## config.mk

```make
export PLATFORM = sky130hd
export DESIGN_NAME = next_pc_ctrl
export DESIGN_NICKNAME = d
export VERILOG_FILES = /design/src/rtl/next_pc_ctrl.sv
export SDC_FILE = /design/constraint.sdc
export NUM_CORES = 1
export LEC_CHECK = 0
export CORE_MARGIN = 3
export CORE_UTILIZATION = 40
export DETAILED_ROUTE_END_ITERATION = 12
export GPL_TIMING_DRIVEN = 0
export PLACE_DENSITY_LB_ADDON = 0.15
export SLEW_MARGIN = 20
export SYNTH_ARGS = -nofsm -noshare
export SYNTH_HDL_FRONTEND = slang
export SYNTH_SLANG_ARGS = --single-unit
```

## constraint.sdc

```tcl
create_clock -name clk -period 3.95 [get_ports clk]
set_clock_uncertainty 0.05 [all_clocks]
set_input_delay 0.395 -clock clk [delete_from_list [all_inputs] [get_ports clk]]
set_output_delay 0.395 -clock clk [all_outputs]
set_load 0.01 [all_outputs]
```

## src/rtl/next_pc_ctrl.sv

```systemverilog
// next_pc_ctrl
//   Fetch-stage next-PC selection controller. Picks the source of the next
//   fetch address and tracks how many conditional branches are in flight.
//   When too many are unresolved it holds fetch. It also produces a start-up
//   hold for the first START_CYCLES clocks after reset, and on a mispredict
//   it restores the branch count to the number of older branches kept.
//
// Ports
//   clk               clock
//   rst_n             asynchronous active-low reset
//   stall_fetch       downstream fetch stall
//   stall_for_jump    stall while a jump target resolves
//   has_mispredict    branch mispredict this cycle
//   brch_keep         in-flight branches older than the mispredicted one
//   br_resolve        one in-flight branch resolved correctly this cycle
//   br_slot           per-slot conditional-branch flags (slot 0 = oldest)
//   pred_taken        per-slot taken predictions (ignored where br_slot=0)
//   jump_for_pcsel    unconditional jump in the fetch group
//   pcsel_from_bhndlr branch-handler overflow redirect
//   PC_select         next-PC mux select (combinational)
//   start             start-up hold active
//   brch_cnt          in-flight conditional branch count
//   brch_full         current group cannot be accepted (combinational)
module next_pc_ctrl #(
  parameter int FETCH_W      = 2,
  parameter int MAX_BRANCH   = 4,
  parameter int START_CYCLES = 1,
  parameter int CNT_W        = $clog2(MAX_BRANCH + 1),
  parameter int SEL_W        = $clog2(FETCH_W + 6)
) (
  input  logic               clk,
  input  logic               rst_n,
  input  logic               stall_fetch,
  input  logic               stall_for_jump,
  input  logic               has_mispredict,
  input  logic [CNT_W-1:0]   brch_keep,
  input  logic               br_resolve,
  input  logic [FETCH_W-1:0] br_slot,
  input  logic [FETCH_W-1:0] pred_taken,
  input  logic               jump_for_pcsel,
  input  logic               pcsel_from_bhndlr,
  output logic [SEL_W-1:0]   PC_select,
  output logic               start,
  output logic [CNT_W-1:0]   brch_cnt,
  output logic               brch_full
);

  // Width of a per-group branch count and of the unwrapped full-check sum.
  localparam int NN_W    = $clog2(FETCH_W + 1);
  localparam int SUM_W   = CNT_W + NN_W;
  localparam int START_W = (START_CYCLES > 1) ? $clog2(START_CYCLES) : 1;

  localparam logic [SEL_W-1:0] SEL_JUMP    = SEL_W'(FETCH_W);
  localparam logic [SEL_W-1:0] SEL_RECOVER = SEL_W'(FETCH_W + 1);
  localparam logic [SEL_W-1:0] SEL_BHNDLR  = SEL_W'(FETCH_W + 2);
  localparam logic [SEL_W-1:0] SEL_HOLD    = SEL_W'(FETCH_W + 3);
  localparam logic [SEL_W-1:0] SEL_SEQ     = SEL_W'(FETCH_W + 4);
  localparam logic [SEL_W-1:0] SEL_START   = SEL_W'(FETCH_W + 5);

  localparam logic [CNT_W-1:0]   CNT_MAX    = CNT_W'(MAX_BRANCH);
  localparam logic [START_W-1:0] START_INIT = START_W'(START_CYCLES - 1);

  logic                start_r;
  logic [START_W-1:0]  start_cnt_r;
  logic [CNT_W-1:0]    brch_cnt_r;

  logic                taken_any_s;
  logic [SEL_W-1:0]    taken_idx_s;
  logic [NN_W-1:0]     n_new_s;
  logic [CNT_W-1:0]    cnt_after_res_s;
  logic [SUM_W-1:0]    sum_s;
  logic                brch_full_s;
  logic [SEL_W-1:0]    pc_sel_s;
  logic                advance_s;
  logic [CNT_W-1:0]    keep_clamped_s;
  logic [CNT_W-1:0]    cnt_next_s;

  // Find the oldest predicted-taken slot and count branches up to and
  // including it; younger slots are squashed by the taken redirect.
  always_comb begin
    taken_any_s = 1'b0;
    taken_idx_s = {SEL_W{1'b0}};
    n_new_s     = {NN_W{1'b0}};
    for (int i = 0; i < FETCH_W; i++) begin
      if (!taken_any_s) begin
        n_new_s = n_new_s + NN_W'(br_slot[i]);
        if (br_slot[i] && pred_taken[i]) begin
          taken_any_s = 1'b1;
          taken_idx_s = SEL_W'(i);
        end else begin
          taken_any_s = 1'b0;
        end
      end else begin
        taken_any_s = 1'b1;
      end
    end
  end

  // Net a resolve against the count (saturating at zero), then add the new
  // group's branches in a wide sum so the full test cannot wrap.
  always_comb begin
    if (br_resolve && (brch_cnt_r != {CNT_W{1'b0}})) begin
      cnt_after_res_s = brch_cnt_r - CNT_W'(1);
    end else begin
      cnt_after_res_s = brch_cnt_r;
    end
    sum_s       = SUM_W'(cnt_after_res_s) + SUM_W'(n_new_s);
    brch_full_s = (sum_s > SUM_W'(MAX_BRANCH));
  end

  // Next-PC source priority; start and recovery override any stall.
  always_comb begin
    if (start_r) begin
      pc_sel_s = SEL_START;
    end else if (has_mispredict) begin
      pc_sel_s = SEL_RECOVER;
    end else if (stall_fetch || stall_for_jump || brch_full_s) begin
      pc_sel_s = SEL_HOLD;
    end else if (jump_for_pcsel) begin
      pc_sel_s = SEL_JUMP;
    end else if (taken_any_s) begin
      pc_sel_s = taken_idx_s;
    end else if (pcsel_from_bhndlr) begin
      pc_sel_s = SEL_BHNDLR;
    end else begin
      pc_sel_s = SEL_SEQ;
    end
    advance_s = (pc_sel_s != SEL_START) && (pc_sel_s != SEL_RECOVER) &&
                (pc_sel_s != SEL_HOLD);
  end

  // Next branch count. An accepted group never exceeds MAX_BRANCH, so the
  // truncation of the wide sum on the advance path is lossless.
  always_comb begin
    if (brch_keep > CNT_MAX) begin
      keep_clamped_s = CNT_MAX;
    end else begin
      keep_clamped_s = brch_keep;
    end
    if (start_r) begin
      cnt_next_s = {CNT_W{1'b0}};
    end else if (has_mispredict) begin
      cnt_next_s = keep_clamped_s;
    end else if (advance_s) begin
      cnt_next_s = CNT_W'(sum_s);
    end else begin
      cnt_next_s = cnt_after_res_s;
    end
  end

  // Start-up hold: stays high for START_CYCLES edges after reset release.
  always_ff @(posedge clk or negedge rst_n) begin
    if (!rst_n) begin
      start_r     <= 1'b1;
      start_cnt_r <= START_INIT;
    end else if (start_r) begin
      if (start_cnt_r == {START_W{1'b0}}) begin
        start_r <= 1'b0;
      end else begin
        start_cnt_r <= start_cnt_r - START_W'(1);
      end
    end
  end

  // In-flight branch counter.
  always_ff @(posedge clk or negedge rst_n) begin
    if (!rst_n) begin
      brch_cnt_r <= {CNT_W{1'b0}};
    end else begin
      brch_cnt_r <= cnt_next_s;
    end
  end

  assign PC_select = pc_sel_s;
  assign start     = start_r;
  assign brch_cnt  = brch_cnt_r;
  assign brch_full = brch_full_s;

endmodule

```

==> results_tabular.tex, run 1 <==
\begin{tabular}{lr}
\hline
Metric & Value \\
\hline
\multicolumn{2}{l}{\textbf{Clocking}} \\
\quad Number of buffers added by the clock tree synthesis step & 3 \\
\quad Number of sinks handled by clock tree synthesis & 4 \\
\quad Clock tree from TritonCTS & yes \\
\quad Largest buffer count on any clock path & 2 \\
\quad Deepest level of the CTS H-tree & 1 \\
\quad Clock root buffer & sky130\_fd\_sc\_hd\_\_clkbuf\_4 \\
\quad Clock transition time at the flip-flop clock pins of the worst setup and hold paths & 0.05 ns \\
\quad Number of buffers added to fix hold violations after cts & 0 \\
\quad Clk\_lat worst skew & roughly 0.26 ns \\
\multicolumn{2}{l}{\textbf{Setup path}} \\
\quad Top delay family on crit path & adder cells \\
\quad Critical Path Start Type & flop \\
\quad CP endpoint kind & primary output \\
\quad Classification of the worst setup path & flop to primary output \\
\quad Largest stage delay on the critical path & a little under 0.5 ns \\
\quad Crit-path slowest cell & sky130\_fd\_sc\_hd\_\_clkdlybuf4s50\_1 \\
\quad Number of buffer and inverter stages on the critical path & 2 \\
\quad Cell depth of the worst flop-to-flop path & 12 \\
\quad CP max FO & 7 \\
\quad CP Cell Sequence & inv\_1 > ha\_1 > ha\_4 > nor2b\_4 > xnor2\_2 > ha\_2 > fa\_1 > o21ba\_2 > o211ai\_1 > nand4b\_4 > nand3b\_1 > clkdlybuf4s50\_1 \\
\quad Required time worst endpoint & about 3.5 ns \\
\quad WP data arrival & about 3.3 ns \\
\quad Depth of the critical timing path with buffers and inverters included & 12 \\
\multicolumn{2}{l}{\textbf{Final layout}} \\
\quad Final non-filler cell total & roughly 100 \\
\quad Layout Nets & around 110 \\
\quad Synth-to-layout area growth & 57.0\% \\
\quad Total area of sequential cells & between 100 and 150 sq um \\
\quad Core utilization of the finished layout & 70.6\% \\
\quad ANT cells & 0 \\
\quad Footprint of the multi-input gates & 440 sq um \\
\quad Layout cell share with drive strength beyond 1 & 19.5\% \\
\quad Layout fillers & 95 \\
\quad Final Instance Area & 827 sq um \\
\multicolumn{2}{l}{\textbf{Placed design}} \\
\quad Total half-perimeter wirelength after legalization and detailed placement & between 900 and 1000 microns \\
\quad Routability Congestion & about 0.73 \\
\quad Pre-CTS setup slack & $\sim$0.1 ns \\
\quad IO Port Bufs & 21 \\
\quad Placed Cells incl. Taps & 96 \\
\quad Instance area after placement & 754 sq um \\
\multicolumn{2}{l}{\textbf{Yosys}} \\
\quad Number of flops mapped to enable cells by yosys & 0 \\
\quad Post-synthesis instance area & 527 sq um \\
\quad Async set-or-reset flop fraction in the synthesized netlist & 100\% \\
\quad Sequential area share after synthesis & slightly below 20\% \\
\quad Total of flip-flops plus latches after synthesis & 4 \\
\quad Synth top area share & around 14\% \\
\quad Most frequently used flop master after synthesis & sky130\_fd\_sc\_hd\_\_dfrtp\_1 \\
\quad Mean instance size in the synthesized netlist & around 8.6 sq um \\
\quad Synth area leaders & sky130\_fd\_sc\_hd\_\_dfrtp\_1 14\%, sky130\_fd\_sc\_hd\_\_ha\_1 12\%, sky130\_fd\_sc\_hd\_\_a21oi\_1 5.7\% \\
\quad Largest area contributor in the synthesized netlist & sky130\_fd\_sc\_hd\_\_dfrtp\_1 \\
\quad Syn Nets & 82 \\
\quad Instance count of the mapped netlist & 61 \\
\quad Most frequent cell after synthesis & sky130\_fd\_sc\_hd\_\_a21oi\_1 \\
\quad Leading cell types by count after synthesis & 6 x sky130\_fd\_sc\_hd\_\_a21oi\_1, 5 x sky130\_fd\_sc\_hd\_\_ha\_1, 4 x sky130\_fd\_sc\_hd\_\_inv\_1, 4 x sky130\_fd\_sc\_hd\_\_nor2\_1, 4 x sky130\_fd\_sc\_hd\_\_o21ai\_0 \\
\quad Yosys synthesis warning count & 0 \\
\quad Number of distinct library cells after synthesis & 31 \\
\multicolumn{2}{l}{\textbf{Floorplan}} \\
\quad Total Die Area & 0.00179 sq mm \\
\quad Core Box Area & about 0.0012 sq mm \\
\quad Initial Util & 45.0\% \\
\quad I/O pin count & 23 \\
\quad Die Width & $\sim$42 microns \\
\quad Die Ht & 42.3 microns \\
\quad Total number of placement rows & 12 \\
\multicolumn{2}{l}{\textbf{GRT}} \\
\quad Global-route wire length before repair & 2220 microns \\
\quad Pin count of the biggest net entering global routing & 10 \\
\quad Congestion Overflow GR & 0 \\
\quad Overall global routing resource usage & between 10\% and 20\% \\
\quad Antenna violations before repair & 0 \\
\quad Number of global-route vias before repair & 580 \\
\multicolumn{2}{l}{\textbf{Routing}} \\
\quad Via count normalized by instance count & approximately 5.4 \\
\quad 1st-pass router iterations & 4 \\
\quad Remaining antenna violation count & 0 \\
\quad Total wirelength of the detailed-routed design & 1270 microns \\
\quad Count of routing violations after the opening detailed-route iteration & 4 \\
\quad Remaining design rule violation count & 0 \\
\quad Count of vias placed by the detailed router & 548 \\
\quad Routed wirelength normalized by instance count & 12.5 microns \\
\multicolumn{2}{l}{\textbf{Hold path}} \\
\quad Worst hold path class & primary input to async pin \\
\multicolumn{2}{l}{\textbf{Timing}} \\
\quad Setup tns final & 0 ns \\
\quad Worst Hold Slack & 0.280 ns \\
\quad Ratio of final minimum period to clock period & 94.6\% \\
\quad Period minus WS final & between 3 and 4 ns \\
\quad Number of hold violations in the final report & 0 \\
\quad Number of endpoints failing setup at the final stage & 0 \\
\quad Setup repair after global routing missed its margin & false \\
\quad Least setup slack across all paths after layout & around 0.21 ns \\
\quad Max-slew violation total from the final report & 0 \\
\quad Fmax & between 200 and 300 MHz \\
\multicolumn{2}{l}{\textbf{Power and ir drop}} \\
\quad Max VDD drop & roughly 0.22 mV \\
\quad Cell Pwr Density & around 330 mW/mm\^{}2 \\
\quad Reported leakage power & around 0.35 nW \\
\quad Pwr Total & roughly 0.28 mW \\
\multicolumn{2}{l}{\textbf{Run}} \\
\quad Max-cap check violation count & 0 \\
\multicolumn{2}{l}{\textbf{Outcome}} \\
\quad Result of the run & complete, no violations \\
\hline
\end{tabular}
layer usage:
metal	part of all wire (%)	vias to the layer above	global-route usage, %
li1	-	278	-
met1	40	244	16.3
met2	49	22	26.1
met3	7.8	4	7.30
met4	2.4	0	13.7
met5	0	-	0
worst paths after layout:
path | start | to | slack [ns]
max in group asynchronous | rst_n | start | 3.32
hold / removal | rst_n | brch_cnt[1] | 0.28
min in group clk | start | brch_cnt[2] | 0.55
hold reg to reg | start | brch_cnt[2] | 0.55
setup / recovery | brch_cnt[0] | PC_select[0] | 0.21
setup reg to reg | brch_cnt[0] | brch_cnt[1] | 1.01
cell families after synthesis:
kind of cell               after synthesis  synth area share [%]
DFF                                      4                  19.2
and+or+nand+nor                         25                  34.9
adders and majority gates                6                  15.7
AOI/OAI and AO/OA                       19                  24.2
buffers and inverters                    5                  3.56
xor gates and xnor gates                 1                  1.66
other                                    1                 0.712
cell usage in the layout, fill, tap and decap left out, drive strengths merged, types with 2 or more instances in the layout:
| cell | instances |
|---|---|
| o21bai | 2 |
| clkbuf | 5 |
| dfrtp | 3 |
| nor2b | 2 |
| nand2b | 2 |
| nor2 | 4 |
| dlymetal6s2s | 2 |
| ha | 5 |
| nand3b | 2 |
| nor3b | 2 |
| inv | 4 |
| a21oi | 6 |
| o21ai | 4 |
| nand2 | 3 |
| clkdlybuf4s50 | 19 |
| nor3 | 3 |
| o211ai | 2 |
| nor4b | 2 |
sequential cells by signal (all words and copies together) (netlist names):
register and cells:
brch_cnt 3, start 1
what timing repair did:
item	4_1_cts	5_1_grt
gates resized for setup	4	6
buffers inserted	1	0
cloned	0	0
setup endpoints to repair	3	3
pin swaps	1	1
power by group:
part	leakage (nW)	switching, mW	total, mW	internal [mW]
clock	0.0150	0.0231	0.0613	0.0383
sequential	0.0499	0.00428	0.0499	0.0457
combinational	0.282	0.0764	0.164	0.0876
total	0.347	0.104	0.275	0.172
layout make-up:
type,count,area share (%)
inverters,4,1.82
clock buffers,4,3.18
well taps,14,2.12
plain buffers,1,0.454
multi-input cells,52,53.3
flip-flops and latches,4,12.3
repair buffers,22,26.9
No activity file was read; power rests on OpenSTA's default activity.
==> run 2: changes to the inputs <==
clock period = 4.09 ns   (was 3.95 ns; I/O delays follow)
==> results_tabular.tex, run 2 (synthesis results as in run 1) <==
\begin{tabular}{lr}
\hline
Metric & Value \\
\hline
\multicolumn{2}{l}{\textbf{Placed design}} \\
\quad Routability Congestion & 0.726 (unchanged) \\
\quad Total half-perimeter wirelength after legalization and detailed placement & 948 microns (unchanged) \\
\quad IO Port Bufs & 21 (unchanged) \\
\multicolumn{2}{l}{\textbf{Setup path}} \\
\quad CP endpoint kind & primary output \\
\quad Worst setup slack for register-to-register paths & 1.06 ns (+0.05 ns) \\
\quad Critical path capture point & PC\_select[2] \\
\quad Reg-to-reg critical path startpoint & brch\_cnt[0] \\
\quad Endpoint of the worst register-to-register path & brch\_cnt[1] \\
\quad WP data arrival & 3.41 ns (+0.12 ns) \\
\quad Cell depth of the worst flop-to-flop path & 12 (unchanged) \\
\quad Classification of the worst setup path & flop to primary output \\
\quad Required time worst endpoint & 3.63 ns (+0.13 ns) \\
\quad Critical Path Start Type & flop \\
\quad Crit path from & brch\_cnt[0] \\
\quad CP max FO & 7 (unchanged) \\
\multicolumn{2}{l}{\textbf{Final layout}} \\
\quad Total area of sequential cells & 101 sq um (unchanged) \\
\quad Footprint of the multi-input gates & 428 sq um (-2.8\%) \\
\quad Flip-flop count of the largest register, all copies and words added & 3 (unchanged) \\
\quad Commonest non-fill, non-tap cell in the layout & sky130\_fd\_sc\_hd\_\_clkdlybuf4s50\_1 \\
\quad Layout Nets & 108 (-0.92\%) \\
\quad Layout fillers & 100 (+5.3\%) \\
\quad ANT cells & 0 (unchanged) \\
\quad Commonest cells after routing, fill and taps aside & 20 x sky130\_fd\_sc\_hd\_\_clkdlybuf4s50\_1, 6 x sky130\_fd\_sc\_hd\_\_a21oi\_1, 4 x sky130\_fd\_sc\_hd\_\_inv\_1, 4 x sky130\_fd\_sc\_hd\_\_nor2\_1, 4 x sky130\_fd\_sc\_hd\_\_ha\_1 \\
\quad Layout cell share with drive strength beyond 1 & 17.4\% (-2.1 points) \\
\quad Synth-to-layout area growth & 52.7\% \\
\multicolumn{2}{l}{\textbf{Floorplan}} \\
\quad Die Width & 42.3 microns (unchanged) \\
\quad Total number of placement rows & 12 (unchanged) \\
\quad Total Die Area & 0.00179 sq mm (unchanged) \\
\quad Core Box Area & 0.00117 sq mm (unchanged) \\
\quad I/O pin count & 23 (unchanged) \\
\quad Die Ht & 42.3 microns (unchanged) \\
\quad Initial Util & 45.0\% (unchanged) \\
\multicolumn{2}{l}{\textbf{GRT}} \\
\quad Overall global routing resource usage & 15.5\% (-0.96 points) \\
\quad Antenna violations before repair & 0 (unchanged) \\
\quad Global-route wire length before repair & 2100 microns (-5.3\%) \\
\quad Congestion Overflow GR & 0 (unchanged) \\
\quad Number of global-route vias before repair & 541 (-6.7\%) \\
\quad Pin count of the biggest net entering global routing & 10 (unchanged) \\
\multicolumn{2}{l}{\textbf{Routing}} \\
\quad 1st-pass router iterations & 4 (unchanged) \\
\quad Via count normalized by instance count & 5.44 (+0.26\%) \\
\quad Count of routing violations after the opening detailed-route iteration & 6 (+2) \\
\quad Remaining antenna violation count & 0 (unchanged) \\
\quad Count of vias placed by the detailed router & 544 (-0.73\%) \\
\quad Total wirelength of the detailed-routed design & 1230 microns (-2.9\%) \\
\quad Routed wirelength normalized by instance count & 12.3 microns (-2.0\%) \\
\quad Remaining design rule violation count & 0 (unchanged) \\
\multicolumn{2}{l}{\textbf{Timing}} \\
\quad Setup tns final & 0 ns (unchanged) \\
\quad Number of endpoints failing setup at the final stage & 0 (unchanged) \\
\quad Max-slew violation total from the final report & 0 (unchanged) \\
\quad Ratio of final minimum period to clock period & $\sim$95\% \\
\quad Period minus WS final & 3.87 ns \\
\quad Fmax & around 260 MHz \\
\quad Number of hold violations in the final report & 0 (unchanged) \\
\multicolumn{2}{l}{\textbf{Outcome}} \\
\quad Result of the run & complete, no violations \\
\multicolumn{2}{l}{\textbf{Power and ir drop}} \\
\quad Pwr Total & 0.257 mW (-6.6\%) \\
\quad Max VDD drop & 0.212 mV (-3.8\%) \\
\quad Cell Pwr Density & 319 mW/mm\^{}2 (-4.0\%) \\
\quad Reported leakage power & 0.336 nW (-3.1\%) \\
\multicolumn{2}{l}{\textbf{Clocking}} \\
\quad Number of setup buffers added after CTS & 0 (-1) \\
\quad Clock transition time at the flip-flop clock pins of the worst setup and hold paths & 0.05 ns (about the same) \\
\quad Clock root buffer & sky130\_fd\_sc\_hd\_\_clkbuf\_4 \\
\quad Deepest level of the CTS H-tree & 1 (unchanged) \\
\quad Largest buffer count on any clock path & 2 (unchanged) \\
\quad Clock tree from TritonCTS & yes \\
\quad Number of sinks handled by clock tree synthesis & 4 (unchanged) \\
\quad Number of buffers added by the clock tree synthesis step & 3 (unchanged) \\
\quad Clk\_lat worst skew & 0.26 ns (about the same) \\
\multicolumn{2}{l}{\textbf{Run}} \\
\quad Max-cap check violation count & 0 (unchanged) \\
\multicolumn{2}{l}{\textbf{Hold path}} \\
\quad Worst hold path class & primary input to async pin \\
\hline
\end{tabular}
run 2: changes by cell type in the layout (fill, tap and decap cells not counted), sizes merged:
cell | previous run | this run
buf | 1 | 0
clkdlybuf4s50 | 19 | 20
dlymetal6s2s | 2 | 1
run 2: routing by layer:
layer	GRT usage (%)	share of wire (%)
met5	0	0
met4	9.94	1.4
met2	24.3	49
met1	16.5	41
met3	7.30	9.1
run 2: how the worst min path moves through the flow:
stage / depth (start not counted) / end / startpoint
5_1_grt: 1 / brch_cnt[1] / rst_n
4_1_cts: 1 / brch_cnt[1] / rst_n
2_1_floorplan: 0 / brch_cnt[0] / rst_n
3_3_place_gp: 1 / brch_cnt[1] / rst_n
3_5_place_dp: 1 / brch_cnt[2] / rst_n
6_report: 1 / brch_cnt[1] / rst_n
run 2: final cells by class:
class                           instances  share of cell area [%]
Tap cell                               14                    2.18
Inverter                                4                    1.87
Sequential cell                         4                    12.6
Buffer                                  1                   0.467
Clock buffer                            4                    3.27
Timing Repair Buffer                   21                    26.4
Multi-Input combinational cell         52                    53.2
run 2: per-stage QoR:
step,instances,setup WS [ns],hold WS [ns],util [%],area (sq um)
after CTS,100,0.0420,0.284,66.7,781
after floorplan,61,0.852,0.0634,-,527
final,100,0.217,0.294,68.7,805
after detailed placement,96,0.213,0.570,64.4,754
after global routing,100,-0.00889,0.302,68.7,805
after global placement,96,0.213,0.569,64.4,754
run 2: critical path, stage by stage, from the launching register on:
cell	delay (ns)
sky130_fd_sc_hd__dfrtp_1	0.34
sky130_fd_sc_hd__inv_1	0.08
sky130_fd_sc_hd__ha_1	0.20
sky130_fd_sc_hd__ha_1	0.25
sky130_fd_sc_hd__nor2b_4	0.19
sky130_fd_sc_hd__xnor2_2	0.15
sky130_fd_sc_hd__ha_2	0.23
sky130_fd_sc_hd__fa_1	0.47
sky130_fd_sc_hd__o21ba_2	0.25
sky130_fd_sc_hd__o211ai_1	0.13
sky130_fd_sc_hd__nand4b_4	0.17
sky130_fd_sc_hd__a21oi_1	0.15
sky130_fd_sc_hd__o21bai_1	0.07
sky130_fd_sc_hd__clkdlybuf4s50_1	0.49
run 2: power breakdown:
| part | switching, mW | internal (mW) | total [mW] |
|---|---|---|---|
| Clock | 0.0223 | 0.0370 | 0.0593 |
| Combinational | 0.0712 | 0.0782 | 0.149 |
| Sequential | 0.00416 | 0.0441 | 0.0483 |
run 2: what timing repair did:
item                                    4_1_cts  5_1_grt
hold endpoints to repair                      0        0
cloned                                        0        0
hold buffers                                  0        0
gates resized for setup                       1        6
endpoints found under the setup margin        2        3
==> run 3: changes to the inputs <==
CTS_CLUSTER_SIZE = 20   (was not set)
==> results of run 3 <==
Final layout, timing and power as in run 2 (identical DEF).
